`src/rtl/control_sequencer.sv`:
```
// ---------------------------------------------------------------------------
// control_sequencer
//
// Microcoded control unit for the 8-bit bus CPU. A T-state counter walks
// through a two-step fetch (T0, T1) and up to three execute steps (T2..T4).
// The 4-bit opcode from the instruction register is decoded into one-hot
// control strobes for every bus participant. Instructions are variable
// length: each opcode's final step returns the counter to T0.
//
// Ports:
//   clk      in   system clock, rising edge
//   rst_n    in   asynchronous active-low reset
//   ena      in   run enable; low stalls the sequencer and blanks strobes
//   opcode   in   [3:0] instruction register high nibble
//   cf, zf   in   registered ALU carry / zero flags (for JC / JZ)
//   pc_out, pc_inc, pc_load          out  program counter control
//   mar_in                           out  MAR load
//   ram_out, ram_in                  out  RAM drive / write
//   ir_in, ir_out                    out  IR load / low nibble drive
//   a_in, a_out, b_in                out  register A/B control
//   alu_out, alu_sub                 out  ALU drive (+flag update), subtract
//   out_in                           out  output register load
//   halted   out  CPU halted (cleared only by reset)
//   step     out  [2:0] current T-state, debug
// ---------------------------------------------------------------------------
module control_sequencer #(
  parameter int LAST_STEP = 4
) (
  input  logic       clk,
  input  logic       rst_n,
  input  logic       ena,
  input  logic [3:0] opcode,
  input  logic       cf,
  input  logic       zf,
  output logic       pc_out,
  output logic       pc_inc,
  output logic       pc_load,
  output logic       mar_in,
  output logic       ram_out,
  output logic       ram_in,
  output logic       ir_in,
  output logic       ir_out,
  output logic       a_in,
  output logic       a_out,
  output logic       b_in,
  output logic       alu_out,
  output logic       alu_sub,
  output logic       out_in,
  output logic       halted,
  output logic [2:0] step
);

  typedef enum logic [2:0] {
    T0 = 3'd0,
    T1 = 3'd1,
    T2 = 3'd2,
    T3 = 3'd3,
    T4 = 3'd4
  } step_e;

  localparam step_e LAST = step_e'(3'(LAST_STEP));

  localparam logic [3:0] OP_LDA = 4'h1;
  localparam logic [3:0] OP_ADD = 4'h2;
  localparam logic [3:0] OP_SUB = 4'h3;
  localparam logic [3:0] OP_STA = 4'h4;
  localparam logic [3:0] OP_LDI = 4'h5;
  localparam logic [3:0] OP_JMP = 4'h6;
  localparam logic [3:0] OP_JC  = 4'h7;
  localparam logic [3:0] OP_JZ  = 4'h8;
  localparam logic [3:0] OP_OUT = 4'hE;
  localparam logic [3:0] OP_HLT = 4'hF;

  step_e step_q, step_d;
  logic  halted_q, halted_d;
  logic  run;
  logic  last;

  always_ff @(posedge clk or negedge rst_n) begin
    if (!rst_n) begin
      step_q   <= T0;
      halted_q <= 1'b0;
    end else begin
      step_q   <= step_d;
      halted_q <= halted_d;
    end
  end

  always_comb begin
    step_d   = step_q;
    halted_d = halted_q;
    last     = 1'b0;
    pc_out   = 1'b0;
    pc_inc   = 1'b0;
    pc_load  = 1'b0;
    mar_in   = 1'b0;
    ram_out  = 1'b0;
    ram_in   = 1'b0;
    ir_in    = 1'b0;
    ir_out   = 1'b0;
    a_in     = 1'b0;
    a_out    = 1'b0;
    b_in     = 1'b0;
    alu_out  = 1'b0;
    alu_sub  = 1'b0;
    out_in   = 1'b0;
    // rst_n is included so strobes drop the instant reset asserts, even
    // though the counter itself reads as T0 during reset.
    run = rst_n & ena & ~halted_q;

    if (run) begin
      case (step_q)
        T0: begin
          pc_out = 1'b1;
          mar_in = 1'b1;
        end
        T1: begin
          ram_out = 1'b1;
          ir_in   = 1'b1;
          pc_inc  = 1'b1;
        end
        T2: begin
          last = 1'b1;
          case (opcode)
            OP_LDA, OP_ADD, OP_SUB, OP_STA: begin
              ir_out = 1'b1;
              mar_in = 1'b1;
              last   = 1'b0;
            end
            OP_LDI: begin
              ir_out = 1'b1;
              a_in   = 1'b1;
            end
            OP_JMP: begin
              ir_out  = 1'b1;
              pc_load = 1'b1;
            end
            OP_JC: begin
              ir_out  = cf;
              pc_load = cf;
            end
            OP_JZ: begin
              ir_out  = zf;
              pc_load = zf;
            end
            OP_OUT: begin
              a_out  = 1'b1;
              out_in = 1'b1;
            end
            OP_HLT: halted_d = 1'b1;
            default: ;
          endcase
        end
        T3: begin
          last = 1'b1;
          case (opcode)
            OP_LDA: begin
              ram_out = 1'b1;
              a_in    = 1'b1;
            end
            OP_STA: begin
              a_out  = 1'b1;
              ram_in = 1'b1;
            end
            OP_ADD, OP_SUB: begin
              ram_out = 1'b1;
              b_in    = 1'b1;
              last    = 1'b0;
            end
            default: ;
          endcase
        end
        default: begin
          // T4 (and any unreachable code) always ends the instruction.
          last = 1'b1;
          if (opcode == OP_ADD || opcode == OP_SUB) begin
            alu_out = 1'b1;
            a_in    = 1'b1;
            alu_sub = (opcode == OP_SUB);
          end
        end
      endcase
      step_d = (last || step_q >= LAST) ? T0 : step_e'(step_q + 3'd1);
    end
  end

  assign halted = halted_q;
  assign step   = step_q;

endmodule

```
`config.mk`:
```
export PLATFORM = sky130hd
export DESIGN_NAME = control_sequencer
export DESIGN_NICKNAME = d
export VERILOG_FILES = /design/src/rtl/control_sequencer.sv
export SDC_FILE = /design/constraint.sdc
export NUM_CORES = 1
export LEC_CHECK = 0
export BUFFER_PORTS_ARGS = -buffer_cell sky130_fd_sc_hd__buf_2
export CAP_MARGIN = 20
export CORE_UTILIZATION = 42
export CTS_BUF_LIST = sky130_fd_sc_hd__clkbuf_4 sky130_fd_sc_hd__clkbuf_8
export DETAILED_ROUTE_END_ITERATION = 10
export PLACE_DENSITY_LB_ADDON = 0.25
export SLEW_MARGIN = 40
export SYNTH_ARGS = -nofsm -noshare
export SYNTH_HDL_FRONTEND = slang
export SYNTH_SLANG_ARGS = --single-unit
export TNS_END_PERCENT = 100
```
`constraint.sdc`:
```
create_clock -name clk -period 1.81 [get_ports clk]
set_input_delay 0.362 -clock clk [delete_from_list [all_inputs] [get_ports clk]]
set_output_delay 0.362 -clock clk [all_outputs]
set_load 0.1 [all_outputs]
```
==> results of run 1 <==
==> kinds of logic after synthesis <==
kind of cell | Yosys count
flops | 4
simple gates | 30
compound gates | 17
buf+inv | 12
fa+ha+maj | 5
==> stage by stage <==
stage | instance area [sq um] | instances | setup TNS [ns] | setup WS (ns) | hold WS (ns)
floorplan | 714 | 68 | -10.62 | -1.63 | 0.0664
global placement | 1280 | 135 | -3.00 | -0.317 | 0.262
==> synth_stat cells, types with 2 or more instances <==
cell type / count / area [sq um]
inv_1: 8 / 30.0
ha_1: 5 / 62.6
nor2_1: 5 / 18.8
a21oi_1: 4 / 20.0
dfrtp_1: 4 / 100
nor3_1: 4 / 20.0
nor4_1: 4 / 25.0
a32o_1: 3 / 30.0
and3_1: 3 / 18.8
nand3b_1: 3 / 22.5
nand4_1: 2 / 12.5
o21ai_0: 2 / 10.0
==> flow_metrics.py, run 1 <==
metrics = {
    "synth": {
        "muxShareOfSynthArea_pct": 0,
        "ys_warn_count": 0,
        "synthCells": 68,
        "synth_compound_area_share_pct": 26.6,
        "synth-main-ff-cell": "dfrtp_1",
        "synth_top_family_by_area": "simple AND/OR/NAND/NOR gates",
        "avgSynthCellArea_sq_um": 8.15,
        "synth-adder-area-share_pct": 11.3,
        "ys_seq_area_share_pct": 18.1,
        "syn_nets": 82,
        "netlist_area_sq_um": 554,
        "synth-xor-area-share_pct": 0,
        "synth_edf_count": 0,
        "ys_seq_elements": 4,
        "synthSimpleGateAreaFrac_pct": 33.6,
        "synth.distinct_cells": 33,
        "async_flop_share_pct": 100,
    },
    "die": {
        "die_h_um": 38.3,
        "die_w_um": 38.3,
        "row_count": 12,
        "initial_core_util_pct": 47.3,
        "io_pins": 27,
    },
    "run_status": {
        "error_line": "[ERROR DPL-0038] Utilization greater than 100%, impossible to legalize",
        "outcome": "aborted with a tool error",
        "stop_stage": "detailed placement",
    },
    "placed_design": {
        "gp_congestion": 0.910,
        "io_buffers": 26,
    },
}
==> run 2: changes to the inputs <==
--- a/config.mk
+++ b/config.mk
@@ -7,10 +7,10 @@
 export LEC_CHECK = 0
 export BUFFER_PORTS_ARGS = -buffer_cell sky130_fd_sc_hd__buf_2
 export CAP_MARGIN = 20
-export CORE_UTILIZATION = 42
-export CTS_BUF_LIST = sky130_fd_sc_hd__clkbuf_4 sky130_fd_sc_hd__clkbuf_8
+export CORE_AREA = 2 2 63 65
 export DETAILED_ROUTE_END_ITERATION = 10
-export PLACE_DENSITY_LB_ADDON = 0.25
+export DIE_AREA = 0 0 65 67
+export PLACE_DENSITY_LB_ADDON = 0.15
 export SLEW_MARGIN = 40
 export SYNTH_ARGS = -nofsm -noshare
 export SYNTH_HDL_FRONTEND = slang
==> constraint.sdc (replaced) <==
create_clock -name clk -period 2.35 [get_ports clk]
set_input_delay 0.47 -clock clk [delete_from_list [all_inputs] [get_ports clk]]
set_output_delay 0.47 -clock clk [all_outputs]
set_load 0.1 [all_outputs]
==> flow_metrics.py, run 2 <==
metrics = {
    "run_status": {
        "outcome": "finished with violations",
        "violations": "negative setup slack",
    },
    "timing": {
        "fin_tns_setup_ns": -0.337,
        "slew_headroom_pct": 65.9,
        "max_freq_mhz": 403,
        "drv_slew": 0,
        "period_needed_ns": 2.48,
        "finalClockSkew_ns": 0.00424,
        "fin_hold_ws_ns": 0.154,
        "tightest_slew_ns": 0.507,
        "rsz0062_at_grt": "yes",
        "period_share_pct": 106,
        "report.final.hold_viol_count": 0,
        "fin_ws_ns": -0.131,
        "setup_viol": 3,
    },
    "global_routing": {
        "antenna_found_initial": 0,
        "overflow": 0,
        "grt_pass1_wl_mm": 3.52,
        "grt_max_degree": 13,
        "grt_pass1_vias": 745,
        "track_usage_pct": 10.4,
    },
    "die": {
        "initial_core_util_pct": 15.4,
        "die-area_sq_um": 4360,
        "die_h_um": 67,
        "core_area_sq_um": 3610,
        "row_count": 22,
        "die_w_um": 65,
        "io_pins": 27,
    },
    "clock_tree": {
        "h-tree-depth": 1,
        "root_buffer": "clkbuf_8",
        "cts.sinks": 4,
        "cts_tree": "done",
        "cts_made_buffers": 3,
        "clock_latency_ns": 0.22,
        "holdBufCountCts": 0,
        "clockBufferDepth": 2,
        "clk_pin_slew_ns": 0.03,
    },
    "detailed_routing": {
        "topRoutingLayerUsed": "met3",
        "wl_met1_um": 871,
        "wirelength_mm": 1.97,
        "dr.pass1.iters": 4,
        "drc": 0,
        "wl_per_cell_um": 12.5,
        "first_iter_violations": 27,
        "route.antenna.remaining_nets": 0,
        "via_per_inst": 4.35,
        "dr_total_vias": 688,
        "route.met2.wl_um": 993,
        "routed-wl-met3_um": 104,
    },
    "synth": {
        "synth_edf_count": 0,
        "synth_most_common_cell": "inv_1",
        "ys_warn_count": 0,
        "yosysTopAreaCell": "dfrtp_1",
        "synth-main-ff-cell": "dfrtp_1",
        "synthTopCellsByArea": "dfrtp_1 18%, ha_1 11%, a32o_1 5.4%",
        "synth.distinct_cells": 33,
        "synthCells": 68,
        "ys_seq_area_share_pct": 18.1,
        "synth.top_cells.by_count": "8 x inv_1, 5 x ha_1, 5 x nor2_1",
        "syn_nets": 82,
        "netlist_area_sq_um": 554,
        "ys_seq_elements": 4,
        "avgSynthCellArea_sq_um": 8.15,
        "async_flop_share_pct": 100,
        "yosysTopAreaCellShare_pct": 18.1,
    },
    "final_layout": {
        "antenna_cells": 0,
        "nets": 126,
        "multi_input_area_sq_um": 544,
        "fin_util_pct": 33.9,
        "syn2layout_area_growth_pct": 121,
        "final_cells": 158,
        "fill_cells": 374,
        "final_cell_mix": "17 x buf_4, 15 x buf_2, 11 x buf_12",
        "layout_commonest_cell": "buf_4",
        "fin_area_sq_um": 1220,
        "seqCellArea_sq_um": 115,
        "drive_above_1_share_pct": 68.2,
        "largest_reg_flops": 3,
    },
    "placed_design": {
        "gp_congestion": 0.784,
        "pre_cts_ws_ns": 0.0538,
        "dpl_cell_area_sq_um": 1140,
        "io_buffers": 26,
        "place_hpwl_mm": 1.61,
        "post-place-cells": 151,
    },
    "power_and_ir_drop": {
        "p_leak_nw": 0.483,
        "power.share.clock_pct": 50.5,
        "sequentialPowerShare_pct": 25.8,
        "power_frac_comb_pct": 23.7,
        "cell_internal_pwr_mw": 0.207,
        "switching_share_pct": 27.1,
        "total_power_mw": 0.284,
        "vdd.ir_drop.worst_mv": 0.167,
        "p_sw_mw": 0.0770,
        "p_per_area_nw_per_um2": 232,
    },
    "critical_path": {
        "critPathRequiredTime_ns": 1.88,
        "worstSetupPathType": "reg -> out",
        "crit_path_start_kind": "register",
        "max_stage_delay_ns": 0.51,
        "worstPathMaxFanout": 4,
        "critPathCaptureType": "output pin",
        "slowest_stage": "dfrtp_4",
        "worstPathArrival_ns": 2.01,
        "crit_chain": "ha_4 > or3_4 > a2111oi_4 > and2_4 > buf_12",
    },
    "worst_hold_path": {
        "hold_class": "in -> async",
    },
    "flow_run": {
        "maxCapViolCount": 0,
    },
}
==> run 2: metal layers <==
metal | vias to the layer above | track usage, %
met5 | - | 0
met4 | 0 | 3.19
met3 | 0 | 2.20
met2 | 19 | 18.2
met1 | 322 | 12.7
li1 | 347 | -
==> run 2: kinds of logic (layout without fill, tap and decap cells) <==
kind of cell	after synthesis	in the layout	share of synthesized area, %
compound gates	17	17	26.6
fa+ha+maj	5	5	11.3
buf+inv	12	54	10.4
flops	4	4	18.1
simple gates	30	30	33.6
==> run 2: power by group through the flow <==
stage | Sequential [mW] | Clock (mW) | Combinational, mW
6_report | 0.0732 | 0.143 | 0.0672
4_1_cts | 0.0733 | 0.147 | 0.0678
3_3_place_gp | 0.0738 | 0 | 0.0666
5_1_grt | 0.0735 | 0.154 | 0.0743
3_5_place_dp | 0.0739 | 0 | 0.0662
2_1_floorplan | 0.0831 | 0 | 0.0279
==> run 2: critical path, delay by kind of cell, from the launching register on <==
| family | cells | cell delay, ns |
|---|---|---|
| DFF | 1 | 0.51 |
| AOI/OAI and AO/OA | 1 | 0.35 |
| adders and majority gates | 1 | 0.18 |
| and+or+nand+nor | 2 | 0.59 |
| buffers and inverters | 1 | 0.16 |
==> run 2: repair_timing <==
item                       in CTS  in global routing
setup endpoints to repair       5                  6
setup buffers                   3                  1
gates resized for setup         2                  1
pin swaps                       4                  3
==> run 2: worst paths after layout <==
path                          from  slack [ns]      end  cells past startpoint
max                        step[0]       -0.13  alu_sub                      5
min                          rst_n        0.15   halted                      2
max reg2reg                step[0]        0.35  step[1]                      5
min reg2reg                 halted        0.57   halted                      2
max in group asynchronous    rst_n        2.08  step[1]                      2
min in group clk            halted        0.57   halted                      2
==> run 2: area by class of cell <==
class                   count  area share (%)
clock buffers               3            3.37
inverters                   8            3.27
multi-input cells          52            44.5
flip-flops and latches      4            9.41
well taps                  48            4.91
repair buffers             43            34.6
Note: power is estimated with default switching activity, not from simulation.
==> run 3: changes to the inputs <==
--- a/config.mk
+++ b/config.mk
@@ -7,6 +7,8 @@
 export LEC_CHECK = 0
 export BUFFER_PORTS_ARGS = -buffer_cell sky130_fd_sc_hd__buf_2
 export CAP_MARGIN = 20
+export CELL_PAD_IN_SITES_DETAIL_PLACEMENT = 2
+export CELL_PAD_IN_SITES_GLOBAL_PLACEMENT = 2
 export CORE_AREA = 2 2 63 65
 export DETAILED_ROUTE_END_ITERATION = 10
 export DIE_AREA = 0 0 65 67
==> flow_metrics.py, run 3 (synthesized netlist as in run 2, its figures left out) <==
metrics = {
    "run_status": {
        "outcome": "finished with violations",
        "violations": "negative setup slack",
    },
    "die": {
        "row_count": 22,
        "io_pins": 27,
        "core_area_sq_um": 3610,
        "die_w_um": 65,
        "die_h_um": 67,
        "initial_core_util_pct": 15.4,
        "die-area_sq_um": 4360,
    },
    "final_layout": {
        "antenna_cells": 0,
        "nets": 126,
        "fin_area_sq_um": 1270,
        "largest_reg_flops": 3,
        "layout_commonest_cell": "buf_4",
        "fin_util_pct": 35.2,
        "final_cells": 158,
        "drive_above_1_share_pct": 69.1,
        "syn2layout_area_growth_pct": 129,
        "final_cell_mix": "16 x buf_4, 14 x buf_12, 13 x buf_2",
    },
    "timing": {
        "max_freq_mhz": 401,
        "setup_viol": 4,
        "fin_hold_ws_ns": 0.155,
        "period_share_pct": 106,
        "slew_headroom_pct": 67.1,
        "report.final.hold_viol_count": 0,
        "tightest_slew_ns": 0.490,
        "fin_ws_ns": -0.144,
        "fin_tns_setup_ns": -0.388,
        "period_needed_ns": 2.49,
        "finalClockSkew_ns": 0.00161,
        "rsz0062_at_grt": "yes",
        "drv_slew": 0,
    },
    "critical_path": {
        "r2r-end": "step[1]",
        "worstPathArrival_ns": 2.02,
        "worstSetupPathType": "reg -> out",
        "crit_path_start_kind": "register",
        "worstPathMaxFanout": 3,
        "rr_worst_depth": 6,
        "crit_chain": "ha_4 > or3_4 > a2111oi_4 > and2_4 > buf_12",
        "slowest_stage": "dfrtp_4",
        "r2r-start": "step[0]",
        "path_buf_inv": 1,
        "max_stage_delay_ns": 0.51,
        "r2r_slack_ns": 0.33,
        "critPathTopFamily": "simple AND/OR/NAND/NOR gates",
        "critPathRequiredTime_ns": 1.88,
        "critPathCaptureType": "output pin",
        "path_depth": 5,
    },
    "global_routing": {
        "gr-usage-met2_pct": 22.6,
        "top_usage_layer": "met2",
        "grtUsageMet1_pct": 14.1,
        "track_usage_pct": 12.1,
        "grt_pass1_vias": 829,
        "overflow": 0,
        "grt_pass1_wl_mm": 4.01,
        "antenna_found_initial": 0,
        "grt_max_degree": 13,
        "use_met3_pct": 1.52,
    },
    "clock_tree": {
        "clk_pin_slew_ns": 0.03,
        "h-tree-depth": 1,
        "clockBufferDepth": 2,
        "root_buffer": "clkbuf_8",
        "cts_made_buffers": 3,
        "cts.sinks": 4,
        "cts_tree": "done",
        "clock_latency_ns": 0.21,
    },
    "placed_design": {
        "gp_congestion": 0.717,
        "place_hpwl_mm": 1.99,
        "pre_cts_ws_ns": 0.0586,
        "dpl_cell_area_sq_um": 1170,
        "post-place-cells": 150,
        "io_buffers": 26,
    },
    "detailed_routing": {
        "dr_total_vias": 724,
        "first_iter_violations": 33,
        "drc": 0,
        "route.antenna.remaining_nets": 0,
        "wirelength_mm": 2.41,
        "wl_per_cell_um": 15.3,
        "via_per_inst": 4.58,
        "dr.pass1.iters": 4,
    },
    "power_and_ir_drop": {
        "total_power_mw": 0.287,
        "vdd.ir_drop.worst_mv": 0.209,
        "p_per_area_nw_per_um2": 226,
        "p_leak_nw": 0.493,
    },
    "worst_hold_path": {
        "hold_class": "in -> async",
    },
    "flow_run": {
        "maxCapViolCount": 0,
    },
}
-- run 3: cell counts in the layout (fill, tap and decap cells not counted) --
No cell type changed its count.
-- run 3: worst reg2reg max path: cells and delay by family, from the launching register on --
| family | cells | cell delay, ns |
|---|---|---|
| AOI/OAI and AO/OA | 1 | 0.27 |
| DFF | 1 | 0.51 |
| and+or+nand+nor | 2 | 0.57 |
| adders and majority gates | 2 | 0.41 |
| buffers and inverters | 1 | 0.15 |
-- run 3: worst max path at each step --
| stage | from | end | slack (ns) |
|---|---|---|---|
| global placement | step[1] | alu_sub | 0.09 |
| finish | step[0] | alu_sub | -0.14 |
| CTS | step[0] | alu_sub | -0.15 |
| floorplan | step[0] | a_in | -1.20 |
| detailed placement | step[1] | alu_sub | 0.06 |
| global route | step[1] | alu_sub | -0.21 |
-- run 3: cell type report --
class                           count  area, sq um
Multi-Input combinational cell     52          547
Clock buffer                        3         41.3
Fill cell                         394         2340
Tap cell                           48         60.1
Sequential cell                     4          115
Timing Repair Buffer               43          465
Inverter                            8         40.0
-- run 3: per-layer routing --
metal / part of all wire [%] / wire (um)
met1: 43 / 1040
met2: 54 / 1310
met3: 2.9 / 69
met4: 0 / 0
met5: 0 / 0
-- run 3: report_power, final --
group	switching, mW	leakage (nW)	internal [mW]
Combinational	0.0444	0.427	0.0294
Clock	0.0317	0.0216	0.109
Sequential	0.00152	0.0446	0.0712
-- run 3: timing repair --
| item | 4_1_cts | 5_1_grt |
|---|---|---|
| gates resized for setup | 3 | 1 |
| endpoints found under the setup margin | 5 | 7 |
| buffers inserted | 4 | 1 |
| hold buffers | 0 | 0 |
| pin swaps | 3 | 2 |
| cloned | 0 | 0 |
